`config.mk`:
```
export PLATFORM = sky130hd
export DESIGN_NAME = exc_commit_ctrl
export DESIGN_NICKNAME = d
export VERILOG_FILES = /design/src/rtl/exc_commit_ctrl_pkg.sv /design/src/rtl/exc_commit_ctrl_prio.sv /design/src/rtl/exc_commit_ctrl.sv
export SDC_FILE = /design/constraint.sdc
export NUM_CORES = 1
export LEC_CHECK = 0
export CORE_AREA = 2 2 186 188
export DETAILED_ROUTE_END_ITERATION = 12
export DIE_AREA = 0 0 188 190
export PLACE_DENSITY_LB_ADDON = 0.25
export SETUP_SLACK_MARGIN = 0.3
export SYNTH_ARGS = -nofsm -noshare
export SYNTH_HDL_FRONTEND = slang
export SYNTH_SLANG_ARGS = --single-unit
```
`constraint.sdc`:
```
create_clock -name clk -period 1.6 [get_ports clk]
set_input_delay 0.32 -clock clk [delete_from_list [all_inputs] [get_ports clk]]
set_output_delay 0.32 -clock clk [all_outputs]
set_load 0.05 [all_outputs]
```
`src/rtl/exc_commit_ctrl_pkg.sv`:
```
// Shared CPU definitions: exception codes, CSR op encodings, CSR numbers
// and the commit-controller FSM state type.
package cpu_defs;

    localparam logic [5:0] ECODE_INT = 6'h00;
    localparam logic [5:0] ECODE_ADE = 6'h08;
    localparam logic [5:0] ECODE_ALE = 6'h09;

    localparam logic [1:0] CSR_OP_NONE = 2'b00;
    localparam logic [1:0] CSR_OP_RD   = 2'b01;
    localparam logic [1:0] CSR_OP_WR   = 2'b10;
    localparam logic [1:0] CSR_OP_XCHG = 2'b11;

    localparam logic [13:0] CSR_CRMD   = 14'h000;
    localparam logic [13:0] CSR_PRMD   = 14'h001;
    localparam logic [13:0] CSR_ECFG   = 14'h004;
    localparam logic [13:0] CSR_ESTAT  = 14'h005;
    localparam logic [13:0] CSR_ERA    = 14'h006;
    localparam logic [13:0] CSR_BADV   = 14'h007;
    localparam logic [13:0] CSR_EENTRY = 14'h00C;

    typedef enum logic [0:0] {
        ST_RUN   = 1'b0,
        ST_DRAIN = 1'b1
    } commit_state_t;

endpackage

```
`src/rtl/exc_commit_ctrl_prio.sv`:
```
// Combinational commit priority: interrupt > upstream exception > ertn.
module exc_prio_sel
    import cpu_defs::*;
(
    input  logic       take,
    input  logic       int_q,
    input  logic       ex_in,
    input  logic [5:0] ecode_in,
    input  logic [7:0] esubcode_in,
    input  logic       ertn_in,
    output logic       ex,
    output logic [5:0] ecode,
    output logic [7:0] esubcode,
    output logic       ertn
);

    always_comb begin
        ex       = 1'b0;
        ecode    = '0;
        esubcode = '0;
        ertn     = 1'b0;
        if (take) begin
            if (int_q) begin
                ex    = 1'b1;
                ecode = ECODE_INT;
            end else if (ex_in) begin
                ex       = 1'b1;
                ecode    = ecode_in;
                esubcode = esubcode_in;
            end else if (ertn_in) begin
                ertn = 1'b1;
            end
        end
    end

endmodule

```
`src/rtl/exc_commit_ctrl.sv`:
```
// Writeback-stage commit controller: drives the CSR write/exception port,
// issues a registered flush with redirect PC, then drains for FLUSH_CYCLES.
module exc_commit_ctrl
    import cpu_defs::*;
#(
    parameter int unsigned FLUSH_CYCLES = 2
) (
    input  logic        clk,
    input  logic        rst,
    input  logic        wb_valid,
    input  logic [31:0] wb_pc,
    input  logic        wb_ex_in,
    input  logic [5:0]  wb_ecode_in,
    input  logic [7:0]  wb_esubcode_in,
    input  logic [31:0] wb_badaddr,
    input  logic        wb_ertn,
    input  logic [1:0]  wb_csr_op,
    input  logic [13:0] wb_csr_num_in,
    input  logic [31:0] wb_rj_value,
    input  logic [31:0] wb_rd_value,
    input  logic [31:0] csr_rvalue,
    input  logic [31:0] csr_era_pc,
    input  logic [31:0] csr_eentry,
    input  logic [12:0] csr_ecfg_lie,
    input  logic [12:0] csr_estat_is,
    input  logic        csr_crmd_ie,
    output logic [13:0] csr_num,
    output logic        csr_we,
    output logic [31:0] csr_wmask,
    output logic [31:0] csr_wvalue,
    output logic        wb_ex,
    output logic [5:0]  wb_ecode,
    output logic [7:0]  wb_esubcode,
    output logic        wb_ertn_flush,
    output logic        wb_ex_ale,
    output logic [31:0] wb_ex_ale_addr,
    output logic [31:0] csr_rdata_out,
    output logic        commit_ok,
    output logic        flush,
    output logic [31:0] flush_pc,
    output logic        busy
);

    localparam logic [3:0] FLUSH_INIT = 4'(FLUSH_CYCLES);

    commit_state_t state, state_nxt;
    logic [3:0]    cnt, cnt_nxt;
    logic          int_q;
    logic          take;
    logic          redirect;
    logic          csr_write;
    logic          unused;

    // PC is carried for debug visibility only; nothing here consumes it.
    assign unused = ^wb_pc;

    assign take = (state == ST_RUN) && wb_valid;
    assign busy = (state == ST_DRAIN);

    exc_prio_sel u_prio (
        .take        (take),
        .int_q       (int_q),
        .ex_in       (wb_ex_in),
        .ecode_in    (wb_ecode_in),
        .esubcode_in (wb_esubcode_in),
        .ertn_in     (wb_ertn),
        .ex          (wb_ex),
        .ecode       (wb_ecode),
        .esubcode    (wb_esubcode),
        .ertn        (wb_ertn_flush)
    );

    assign redirect       = wb_ex | wb_ertn_flush;
    assign wb_ex_ale      = wb_ex && (wb_ecode == ECODE_ALE);
    assign wb_ex_ale_addr = wb_badaddr;

    assign csr_write     = (wb_csr_op == CSR_OP_WR) || (wb_csr_op == CSR_OP_XCHG);
    assign commit_ok     = take && !redirect;
    assign csr_we        = commit_ok && csr_write;
    assign csr_num       = wb_csr_num_in;
    assign csr_rdata_out = csr_rvalue;
    assign csr_wvalue    = wb_rd_value;

    always_comb begin
        csr_wmask = '0;
        if (csr_we) begin
            csr_wmask = (wb_csr_op == CSR_OP_XCHG) ? wb_rj_value : '1;
        end
    end

    always_comb begin
        state_nxt = state;
        cnt_nxt   = cnt;
        case (state)
            ST_RUN: begin
                if (redirect) begin
                    state_nxt = ST_DRAIN;
                    cnt_nxt   = FLUSH_INIT;
                end
            end
            ST_DRAIN: begin
                cnt_nxt = cnt - 4'd1;
                if (cnt <= 4'd1) begin
                    state_nxt = ST_RUN;
                end
            end
            default: state_nxt = ST_RUN;
        endcase
    end

    always_ff @(posedge clk) begin
        if (rst) begin
            state    <= ST_RUN;
            cnt      <= '0;
            int_q    <= 1'b0;
            flush    <= 1'b0;
            flush_pc <= '0;
        end else begin
            state <= state_nxt;
            cnt   <= cnt_nxt;
            int_q <= csr_crmd_ie & (|(csr_estat_is & csr_ecfg_lie));
            flush <= redirect;
            if (redirect) begin
                flush_pc <= wb_ex ? csr_eentry : csr_era_pc;
            end
        end
    end

endmodule

```
==> reports/summary.txt <==
status: complete, but fails checks
failing checks: negative setup slack
clock-pin slew on the worst setup and hold paths: 70 ps
arrival time worst endpoint: 1590 ps
initial antenna violation count: 1
Sequential Area: 788 um^2
share of cells above drive strength 1: 51.8%
Worst Setup Slack post-DPL: -600 ps
Int Pwr: 2.85 mW
Slew headroom: 69.2%
VDD IR max: 329 uV
area of placed instances: 6600 um^2
Final Setup Violations: 86
Die Wd: 188 um
post-synthesis async set-or-reset flop share: 0%
average wire per standard cell: 16.4 um
Multi-input gate area: 2330 um^2
Tot GR Track Use: 9.04%
Mapped Cells: 433
ANT nets after route: 0
leakage: 2.97 nW
initial drt markers: 78
Seq/Total Area, Yosys: 23.7%
full die area: 35,700 um^2
Max Clk Rate: 524 MHz
Net Count, Synth: 721
crit path kind: register to primary output
hold buffers post-CTS: 0
Tcrit/Tclk final: 119%
combinational share of power: 50.4%
CTS tree: yes
Clock Tree Buf Depth: 2
DRC: 0
final hold slack: 451 ps
most used flip-flop cell after synthesis: dfxtp_1
most common cell after layout, fill and taps aside: clkdlybuf4s50_1
#FFs+latches synth: 39
most frequent CP cell: buf_12
Die H: 190 um
vias in the first global route: 3,707
switch share: 36.7%
clk sinks: 39
unrepaired setup endpoints after global routing: true
Placer Congestion: 0.728
PnR worst setup slack: -307 ps
I/O Buffers: 228
worst-path cell chain: nor2b_4 > nand4b_1 > buf_12 > buf_12 > a21oi_4 > buf_12
P&R area growth vs syn: 140%
Boundary Pins: 481
n_diodes: 0
Slowest-stage cell, CP: dfxtp_4
Required @ worst endpoint: 1280 ps
Post-synth EDFFs: 0
cts bufs inserted: 5
routed vias/inst: 3.47
Post-Route WL: 17.3 mm
Max Slew Vio Count: 0
HP Class: input port to register
number of cell rows: 68
mean post-synth cell area: 7.62 um^2
largest net degree at the start of global routing: 33
Fillers: 3,648
post-DP HPWL: 12.4 mm
Core Area: 33,900 um^2
Seq pwr share: 25.7%
Synth Cell Area: 3300 um^2
CP Launch Type: register
CP Max Fanout: 10
PD cells: 569 nW/um^2
Psw: 1.65 mW
number of library cell types mapped by synthesis: 32
vias: 3,658
crit-path max cell delay: 360 ps
Worst Tran Pin Value: 462 ps
first-pass GRT wire length: 23.8 mm
Clock Latency Late Sink: 300 ps
Detailed Routing Iterations Pass 1: 4
Final Total Pwr: 4.50 mW
most frequent cells in the layout: clkdlybuf4s50_1 (133), buf_12 (81), buf_4 (44), a21oi_4 (42), dfxtp_1 (37)
max-cap violations: 0
Ys Warns: 0
Clock Skews: 8.21 ps
final net count: 886
final worst path period need: 1910 ps
fin area: 7920 um^2
initial core utilization: 9.72%
Final Hold Fails: 0
Crit. End Element: primary output
H-tree depth: 2
clock share of power: 23.9%
Congestion Overflow GR: 0
clk root buf: clkbuf_16
[critical path, delay by kind of cell (launching register included)]
kind / cells / cell delay (ps)
buffers and inverters: 3 / 510
DFF: 1 / 360
AOI/OAI and AO/OA: 1 / 140
and+or+nand+nor: 2 / 280
[synthesized netlist by cell type, types with 2 or more instances]
cell type	number	area share [%]
clkbuf_1	27	3.1
a311oi_2	2	0.91
o21ai_0	32	4.9
o31ai_1	2	0.46
a22oi_1	5	1.1
or4b_1	29	8.8
ha_1	2	0.76
dfxtp_1	39	24
buf_2	6	0.91
nor2_1	6	0.68
nand3_1	3	0.46
or4b_2	3	0.91
a211oi_1	32	7.3
a21oi_1	67	10
buf_4	111	25
nand2b_1	3	0.57
and2_1	14	2.7
inv_1	36	4.1
[flip-flops by register name, summed over array words and instances (netlist names)]
name	flops
flush_pc	32
int_q	1
cnt	4
busy	1
flush	1
[layer usage]
layer	routed length, um	up-vias	global-route usage (%)
li1	-	1733	-
met1	6780	1657	9.82
met2	8340	214	15.6
met3	1600	52	3.41
met4	557	2	4.09
met5	7	-	0
[logic make-up (layout without fill, tap and decap cells)]
logic type | after synthesis | count (layout) | share of synthesized area [%]
buf+inv | 181 | 347 | 33.5
compound gates | 144 | 144 | 25.9
simple gates | 67 | 67 | 16.2
flops | 39 | 39 | 23.7
fa+ha+maj | 2 | 2 | 0.759
[per-stage QoR]
step,cells,util (%),setup TNS (ps)
floorplan,433,-,-10810
global route,1054,23.3,-22910
CTS,1041,22.0,-14700
global placement,1008,19.4,-42810
detailed placement,1008,19.4,-43840
finish,1054,23.3,-16990
[final cells by class]
cell class                 instances  share of cell area [%]
inverter                          36                    1.75
tap                              455                    7.19
sequential                        39                    9.95
clock buffer                       7                    1.80
timing repair buffer             303                    49.8
multi-input combinational        213                    29.5
clock inverter                     1                  0.0632
[power groups by stage]
| stage | logic (mW) | clock network (mW) | registers, mW |
|---|---|---|---|
| after floorplan | 1.33 | 0 | 1.42 |
| after global placement | 1.82 | 0 | 1.17 |
| after detailed placement | 1.82 | 0 | 1.17 |
| after CTS | 2.13 | 1.15 | 1.16 |
| after global routing | 2.40 | 1.17 | 1.17 |
| final | 2.27 | 1.08 | 1.16 |
[worst paths after layout]
path / from / end / slack (ps) / depth (start not counted)
min: rst / flush / 450 / 2
min reg2reg: flush_pc[18] / flush_pc[18] / 510 / 2
max: busy / csr_wmask[14] / -310 / 6
max reg2reg: int_q / flush_pc[24] / -160 / 8
[timing repair]
action                     4_1_cts  5_1_grt
resized for setup              132       59
setup buffers                   19        8
gates cloned                     6        5
setup endpoints to repair       91       91
pin swaps                       48       37
Power figures use the tool's default switching activity.
